$ cat src/rtl/alu_result_queue_pkg.sv
// alu_result_queue_pkg: shared opcodes, flag indices, entry layout and flag derivation
// Used by alu_result_queue; no ports.
package alu_result_queue_pkg;
    localparam logic [2:0] OP_ADD = 3'b000;
    localparam logic [2:0] OP_SUB = 3'b001;
    localparam logic [2:0] OP_MUL = 3'b010;
    localparam logic [2:0] OP_DIV = 3'b011;
    localparam logic [2:0] OP_MOD = 3'b100;
    localparam logic [2:0] OP_EQ  = 3'b101;
    localparam logic [2:0] OP_GT  = 3'b110;
    localparam logic [2:0] OP_LT  = 3'b111;
    localparam int FLG_ZERO = 0;
    localparam int FLG_CMP  = 1;
    localparam int FLG_DIV0 = 2;
    typedef struct packed {
        logic [15:0] result;
        logic [2:0]  opcode;
        logic [2:0]  flags;
    } entry_t;
    function automatic logic [2:0] calc_flags(input logic [2:0] op, input logic [15:0] res,
                                              input logic b_zero);
        calc_flags           = '0;
        calc_flags[FLG_ZERO] = res == 16'h0000;
        calc_flags[FLG_CMP]  = op == OP_EQ || op == OP_GT || op == OP_LT;
        calc_flags[FLG_DIV0] = b_zero && (op == OP_DIV || op == OP_MOD);
    endfunction
endpackage

$ cat src/rtl/alu_result_queue_fifo.sv
// result_fifo: generic DEPTH x WIDTH synchronous FIFO with internal occupancy count
// Ports: clk, rst_n (async active-low), wr_en/wr_data push side, rd_en pop side,
//        rd_data head entry (zero while empty), full, empty.
module result_fifo #(
    parameter int DEPTH = 4,
    parameter int WIDTH = 22
) (
    input  logic             clk,
    input  logic             rst_n,
    input  logic             wr_en,
    input  logic [WIDTH-1:0] wr_data,
    input  logic             rd_en,
    output logic [WIDTH-1:0] rd_data,
    output logic             full,
    output logic             empty
);
    localparam int AW = $clog2(DEPTH);
    logic [WIDTH-1:0] mem [DEPTH];
    logic [AW-1:0]    wr_ptr, rd_ptr;
    logic [AW:0]      count;
    logic             push, pop;
    assign full  = count == (AW+1)'(DEPTH);
    assign empty = count == '0;
    assign push  = wr_en && !full;
    assign pop   = rd_en && !empty;
    // Storage is left unreset, so the head is masked to keep outputs at zero while empty.
    assign rd_data = empty ? '0 : mem[rd_ptr];
    always_ff @(posedge clk or negedge rst_n) begin
        if (!rst_n) begin
            wr_ptr <= '0;
            rd_ptr <= '0;
            count  <= '0;
        end else begin
            wr_ptr <= push ? wr_ptr + AW'(1) : wr_ptr;
            rd_ptr <= pop ? rd_ptr + AW'(1) : rd_ptr;
            count  <= count + (AW+1)'(push) - (AW+1)'(pop);
        end
    end
    always_ff @(posedge clk) begin
        if (push) mem[wr_ptr] <= wr_data;
    end
endmodule

$ cat src/rtl/alu_result_queue.sv
// alu_result_queue: ALU writeback queue with flag derivation and div0 event counter
// Ports: clk, rst_n (async active-low); in_valid/in_ready/in_opcode/in_result/in_b_zero
//        producer side; out_valid/out_ready/out_result/out_opcode/out_flags consumer side;
//        div0_count saturating debug counter, clr_count synchronous clear.
module alu_result_queue
    import alu_result_queue_pkg::*;
#(
    parameter int DEPTH = 4,
    parameter int CNT_W = 8
) (
    input  logic             clk,
    input  logic             rst_n,
    input  logic             in_valid,
    output logic             in_ready,
    input  logic [2:0]       in_opcode,
    input  logic [15:0]      in_result,
    input  logic             in_b_zero,
    output logic             out_valid,
    input  logic             out_ready,
    output logic [15:0]      out_result,
    output logic [2:0]       out_opcode,
    output logic [2:0]       out_flags,
    output logic [CNT_W-1:0] div0_count,
    input  logic             clr_count
);
    entry_t in_entry, head;
    logic   full, empty, push;
    assign in_entry  = '{result: in_result, opcode: in_opcode,
                         flags: calc_flags(in_opcode, in_result, in_b_zero)};
    assign in_ready  = !full;
    assign out_valid = !empty;
    assign push      = in_valid && in_ready;
    assign out_result = head.result;
    assign out_opcode = head.opcode;
    assign out_flags  = head.flags;
    result_fifo #(.DEPTH(DEPTH), .WIDTH($bits(entry_t))) u_fifo (
        .clk     (clk),
        .rst_n   (rst_n),
        .wr_en   (in_valid),
        .wr_data (in_entry),
        .rd_en   (out_ready),
        .rd_data (head),
        .full    (full),
        .empty   (empty)
    );
    always_ff @(posedge clk or negedge rst_n) begin
        if (!rst_n) div0_count <= '0;
        else if (clr_count) div0_count <= '0;
        else if (push && in_entry.flags[FLG_DIV0] && div0_count != '1)
            div0_count <= div0_count + CNT_W'(1);
    end
endmodule

$ cat config.mk
export PLATFORM = sky130hd
export DESIGN_NAME = alu_result_queue
export DESIGN_NICKNAME = d
export VERILOG_FILES = /design/src/rtl/alu_result_queue_pkg.sv /design/src/rtl/alu_result_queue_fifo.sv /design/src/rtl/alu_result_queue.sv
export SDC_FILE = /design/constraint.sdc
export NUM_CORES = 1
export LEC_CHECK = 0
export BUFFER_PORTS_ARGS = -buffer_cell sky130_fd_sc_hd__buf_2
export CAP_MARGIN = 20
export CORE_ASPECT_RATIO = 0.7
export CORE_MARGIN = 10
export CORE_UTILIZATION = 57
export CTS_CLUSTER_SIZE = 24
export DETAILED_ROUTE_END_ITERATION = 10
export PLACE_DENSITY = 0.89
export SLEW_MARGIN = 10
export SYNTH_ARGS = -nofsm -noshare
export SYNTH_HDL_FRONTEND = slang
export SYNTH_SLANG_ARGS = --single-unit
$ cat constraint.sdc
create_clock -name clk -period 2.54 [get_ports clk]
set_input_delay 0.254 -clock clk [delete_from_list [all_inputs] [get_ports clk]]
set_output_delay 0.254 -clock clk [all_outputs]
set_load 0.005 [all_outputs]
==> impl_metrics.csv, run 1 <==
group,metric,value,unit
clock_tree,worstSkewPairLatency,0.36,ns
global_route,track_usage,15.03,%
worst_setup_path,cp_num_buf_inv,1,
power,vdd_drop_max,0.0005728,V
yosys,syn-num-nets,267,
timing,rsz0062_at_grt,"no",
detailed_routing,drc_errors,0,
worst_setup_path,r2r_slack,0.26,ns
power,power_leakage,1.817,nW
die,die_area,11370,sq um
worst_setup_path,critPathKind,"register to register",
worst_setup_path,reg2reg_depth,8,
yosys,synth_top_area_share,62.14,%
die,fp.dieW,123.2,microns
clock_tree,clkTransAtPathRegs,0.09,ns
detailed_routing,wl_per_cell,20.54,microns
placed_design,hpwl,5705,microns
placed_design,port_buffers,56,
worst_setup_path,critical_path.max_stage_delay,0.40,ns
timing,fin_skew,0.007489,ns
die,io_pins,57,
global_route,grt_pass1_wl,12920,microns
detailed_routing,drt_first_pass_iters,4,
timing,min_period_over_period,89.93,%
worst_setup_path,reg2reg_from,"u_fifo.count[2]",
global_route,antenna_found_initial,0,
worst_setup_path,start_kind,"register",
timing,fin_crit,2.284,ns
timing,worstMarginPinSlew,0.6200,ns
timing,slew_headroom,58.67,%
detailed_routing,ant_nets,0,
layout,fillCellCount,514,
min_path,whs_path_depth,1,
timing,hold_violations,0,
yosys,synth_cell_types,43,
clock_tree,clock_sinks,103,
run_status,status,"complete, no violations",
clock_tree,cts_tree,"done",
min_path,hp-class,"input port to register",
layout,nets,334,
power,powerDensity,1028,nW/um^2
clock_tree,cts_root_buffer,"clkbuf_8",
detailed_routing,wirelength,8299,microns
flow_run,drv_cap,0,
yosys,ys_warn_count,0,
worst_setup_path,cpLargestDelayFamily,"adder cells",
layout,n_antenna_cell,0,
clock_tree,cts_resized,0,
worst_setup_path,cp_max_fo,3,
power,fin_total_pwr,0.005022,W
timing,setup_viol,0,
min_path,min_to,"u_fifo.mem[0][13]",
yosys,syn_area,4253,sq um
die,die_height,92.27,microns
timing,drv_slew,0,
clock_tree,clockBufferDepth,2,
layout,syn_to_final_growth,14.92,%
die,rows,26,
worst_setup_path,rr_endpoint,"u_fifo.count[2]",
worst_setup_path,critical_path.cell_chain,"or3_1 > and2_1 > ha_1 > inv_1 > ha_1 > fa_1 > xor2_1 > xnor2_1",
clock_tree,cts_buffers,9,
timing,fin_setup_tns,0,ns
die,design.core.area,7287,sq um
worst_setup_path,worst_ep_required_time,2.78,ns
die,start_util,58.36,%
yosys,synthCells,234,
detailed_routing,first_iter_violations,228,
yosys,synth_top_area_cell,"edfxtp_1",
worst_setup_path,cp.arrival,2.52,ns
detailed_routing,vias,2340,
timing,fmax,0.4378,GHz
global_route,grt_overflow,0,
worst_setup_path,cp_common_cell,"ha_1",
min_path,min_from,"in_result[7]",
worst_setup_path,crit_slowest_cell,"dfrtp_1",
clock_tree,cts-htree-levels,3,
yosys,ys_seq_elements,103,
global_route,grt_pass1_vias,2424,
placed_design,gp_congestion,0.7794,
detailed_routing,viasPerCell,5.792,
yosys,avgSynthCellArea,18.17,sq um
worst_setup_path,endpoint_kind,"register",
layout,final_layout_size_suffix_gt1_share,33.99,%
yosys,netlist_top_cells_area,"edfxtp_1 (62%), mux4_2 (12%), dfrtp_1 (8.8%)",
yosys,yosysSeqAreaShare,70.96,%
global_route,grt_max_degree,24,
layout,final_util,67.07,%
metal layers:
layer	vias up	wire length [microns]	track usage [%]	share of wire, %
li1	1062	-	-	-
met1	1190	3308	18.53	40
met2	75	4295	24.56	52
met3	13	558	4.470	6.7
met4	0	136	5.609	1.6
met5	-	0	0	0
cell usage after synthesis (all sizes together):
cell type	instances
o211a	1
xor2	2
nor4	4
clkbuf	3
or2	1
or4	2
o211ai	1
a31oi	1
o311a	1
and4b	1
and4	1
and4bb	1
ha	7
nor2	2
inv	7
buf	6
dfrtp	15
mux4	22
nand2	6
nand4b	1
nand3	1
o31ai	2
nand4	1
and2	25
or3b	1
fa	1
o21ai	6
a21oi	5
a41o	1
or3	4
xnor2	3
nand3b	1
edfxtp	88
mux2i	1
o21a	1
and3	6
nor3	2
cell usage in the layout, fill, tap and decap left out, types with 2 or more instances in the layout:
master and count:
clkbuf_8 9, or4_1 2, and3_1 6, nor2_1 2, xnor2_1 3, buf_4 6
and2_1 23, inv_1 7, buf_2 56, nor3_1 2, or3_1 3, dfrtp_1 15
clkinv_4 2, o31ai_1 2, o21ai_0 6, mux4_2 22, ha_1 7, a21oi_1 5
clkbuf_1 2, nor4_1 4, nand2_1 6, edfxtp_1 88, xor2_1 2
sequential cells by signal, summed over array words and instances (netlist names):
signal,cells
u_fifo.wr_ptr,2
u_fifo.rd_ptr,2
div0_count,8
u_fifo.count,3
u_fifo.mem,88
final cells by class:
type | count | area [sq um] | area share [%]
Timing Repair Buffer | 65 | 370.4 | 7.578
Clock buffer | 11 | 131.4 | 2.688
Sequential cell | 103 | 3018 | 61.75
Clock inverter | 5 | 58.81 | 1.203
Tap cell | 98 | 122.6 | 2.509
Inverter | 7 | 26.28 | 0.5376
Multi-Input combinational cell | 115 | 1160 | 23.73
where the power goes:
group / switching (W) / internal [W] / leakage (nW)
clock network: 0.000520 / 0.000457 / 0.0912
registers: 0.000152 / 0.00220 / 1.01
logic: 0.000800 / 0.000892 / 0.720
total: 0.00147 / 0.00355 / 1.82
worst max path at each step:
| stage | end | slack, ns | cells after the start | startpoint |
|---|---|---|---|---|
| after floorplan | u_fifo.count[2] | 0.31 | 8 | u_fifo.count[2] |
| after global placement | u_fifo.count[2] | 0.33 | 8 | u_fifo.count[2] |
| after detailed placement | u_fifo.count[2] | 0.26 | 8 | u_fifo.count[2] |
| after CTS | out_result[10] | 0.23 | 4 | u_fifo.rd_ptr[0] |
| after global routing | u_fifo.count[2] | 0.12 | 8 | u_fifo.count[2] |
| final | u_fifo.count[2] | 0.26 | 8 | u_fifo.count[2] |
stage by stage:
step	setup slack, ns	cells	hold WS [ns]	area (sq um)
CTS	0.2318	403	0.1072	4872
global route	0.1192	404	0.1104	4887
global placement	0.3275	386	0.1766	4672
finish	0.2557	404	0.1238	4887
floorplan	0.3082	234	-0.04159	4253
detailed placement	0.2612	386	0.1701	4672
worst register-to-register path: stages, from the launching register on:
cell and delay (ns):
dfrtp_1 0.40, or3_1 0.39, and2_1 0.20, ha_1 0.28
inv_1 0.04, ha_1 0.18, fa_1 0.37, xor2_1 0.16
xnor2_1 0.13
cell families after synthesis:
group | count (synthesis) | share of synthesized area, %
compound gates | 19 | 2.971
xor+xnor | 5 | 1.030
fa+ha+maj | 8 | 2.530
buf+inv | 16 | 1.765
flops | 103 | 70.96
mux | 23 | 11.89
simple gates | 60 | 8.856
what timing repair did:
action                                  CTS  global route
buffers inserted                          0             0
endpoints found under the setup margin    0             0
hold buffers                              1             0
hold endpoints to repair                 15             0
No activity file was read; power rests on OpenSTA's default activity.
==> run 2, diff against run 1 <==
PLACE_DENSITY = 0.82   (was 0.89)
==> run 2 against run 1 <==
Final cell count shrank 0.25%; worst setup slack worse by 0.021 ns; global-route usage is essentially flat; clock power grew 1%; worst hold slack worse by 0.0015 ns; combinational power is 3% higher; clock skew down 0.00078 ns; wire length is 2.8% lower; critical path type unchanged.
==> impl_metrics.csv, run 2 (synthesis results as in run 1) <==
group,metric,value,unit
worst_setup_path,worstSetupPathDepth,8,
worst_setup_path,crit_end,"u_fifo.count[2]",
layout,final_layout_size_suffix_gt1_share,34.75,%
layout,syn_to_final_growth,16.30,%
clock_tree,worstSkewPairLatency,0.36,ns
flow_run,drv_cap,0,
die,fp.dieW,123.2,microns
clock_tree,clock_sinks,103,
layout,layout_commonest_cell,"edfxtp_1",
timing,worst_slack,0.2351,ns
placed_design,place_ws,0.2232,ns
die,die_height,92.27,microns
worst_setup_path,cp.arrival,2.59,ns
timing,drv_slew,0,
global_route,antenna_found_initial,0,
timing,hold_violations,0,
clock_tree,cts_resized,0,
layout,final_cell_mix,"edfxtp_1 (88), buf_2 (56), and2_1 (23)",
timing,slew_headroom,62.58,%
placed_design,hpwl,5388,microns
power,vdd_drop_max,0.0005288,V
worst_setup_path,start_kind,"register",
worst_setup_path,cpLargestDelayFamily,"adder cells",
detailed_routing,wirelength,8064,microns
timing,fin_crit,2.305,ns
global_route,grt_pass1_wl,12900,microns
min_path,whs_path_depth,1,
worst_setup_path,reg2reg_from,"u_fifo.count[2]",
worst_setup_path,reg2reg_depth,8,
clock_tree,clkTransAtPathRegs,0.09,ns
worst_setup_path,rr_endpoint,"u_fifo.count[2]",
detailed_routing,vias,2283,
global_route,track_usage,15.00,%
worst_setup_path,critPathKind,"register to register",
timing,worstMarginPinSlew,0.5612,ns
placed_design,port_buffers,56,
placed_design,postPlaceCellArea,4654,sq um
clock_tree,cts-htree-levels,3,
worst_setup_path,endpoint_kind,"register",
die,io_pins,57,
global_route,grt_pass1_vias,2409,
worst_setup_path,worst_ep_required_time,2.82,ns
detailed_routing,wl_per_cell,20.01,microns
clock_tree,cts_buffers,9,
min_path,hp-class,"input port to register",
worst_setup_path,critical_path.cell_chain,"or3_1 > and2_1 > ha_1 > inv_1 > ha_1 > fa_1 > xor2_1 > xnor2_1",
die,die_area,11370,sq um
layout,regMostFlops,"u_fifo.mem",
clock_tree,cts_tree,"done",
detailed_routing,ant_nets,0,
layout,stdcell_area,4946,sq um
timing,fin_setup_tns,0,ns
power,power_leakage,1.835,nW
timing,min_period_over_period,90.75,%
layout,top_regs,"u_fifo.mem x88, div0_count x8, u_fifo.count x3",
timing,fmax,0.4339,GHz
run_status,status,"complete, no violations",
timing,rsz0062_at_grt,"no",
timing,setup_viol,0,
clock_tree,cts_root_buffer,"clkbuf_8",
clock_tree,clockBufferDepth,2,
detailed_routing,drc_errors,0,
global_route,grt_overflow,0,
detailed_routing,viasPerCell,5.665,
die,rows,26,
global_route,grt_max_degree,24,
layout,n_antenna_cell,0,
layout,nets,333,
worst_setup_path,r2r_slack,0.24,ns
worst_setup_path,cp_num_buf_inv,1,
detailed_routing,first_iter_violations,181,
power,powerDensity,1028,nW/um^2
worst_setup_path,critical_path.max_stage_delay,0.42,ns
timing,hold_slack,0.1223,ns
die,start_util,58.36,%
die,design.core.area,7287,sq um
placed_design,gp_congestion,0.7776,
timing,fin_skew,0.006707,ns
layout,fillCellCount,497,
worst_setup_path,crit_path_start,"u_fifo.count[2]",
worst_setup_path,cp_max_fo,3,
layout,largest_register_ffs,88,
detailed_routing,drt_first_pass_iters,4,
worst_setup_path,cp_common_cell,"ha_1",
worst_setup_path,crit_slowest_cell,"dfrtp_1",
[run 2: changes by cell type in the layout (fill, tap and decap cells not counted), sizes merged]
cell / delta
inv: +1
clkbuf: -2
clkinvlp: +1
buf: -1
[run 2: cell type report]
cell class	count	area (sq um)	area share (%)
flip-flops and latches	103	3018	61.02
multi-input cells	115	1160	23.45
repair buffers	64	422.9	8.550
clock buffers	9	123.9	2.504
well taps	98	122.6	2.479
clock inverters	7	72.57	1.467
inverters	7	26.28	0.5312
[run 2: worst min-delay path by stage]
stage | start | endpoint | slack, ns
global route | in_result[8] | u_fifo.mem[0][14] | 0.11
floorplan | rst_n | div0_count[0] | -0.04
CTS | in_result[8] | u_fifo.mem[0][14] | 0.11
finish | in_result[8] | u_fifo.mem[0][14] | 0.12
detailed placement | rst_n | div0_count[3] | 0.18
global placement | rst_n | div0_count[5] | 0.18
[run 2: where the power goes]
group / internal, W / leakage (nW) / switching, W
clock: 0.000456 / 0.0956 / 0.000535
combinational: 0.000943 / 0.734 / 0.000795
sequential: 0.00220 / 1.01 / 0.000156
[run 2: per-stage QoR]
step	cells	total power (W)	util (%)
4_1_cts	399	0.005080	66.71
5_1_grt	403	0.005391	67.87
3_5_place_dp	382	0.004089	63.87
6_report	403	0.005086	67.87
3_3_place_gp	382	0.004025	63.87
2_1_floorplan	234	0.003417	-
[run 2: per-layer routing]
layer / wire (microns) / vias to the layer above / track usage [%]
met2: 3864 / 77 / 23.89
met1: 3516 / 1139 / 18.66
li1: - / 1056 / -
met4: 116 / 0 / 5.803
met5: 0 / - / 0
met3: 566 / 11 / 4.899
[run 2: what timing repair did]
item | CTS | global route
endpoints found under the hold margin | 15 | 0
hold buffers | 1 | 0
setup buffers | 0 | 0
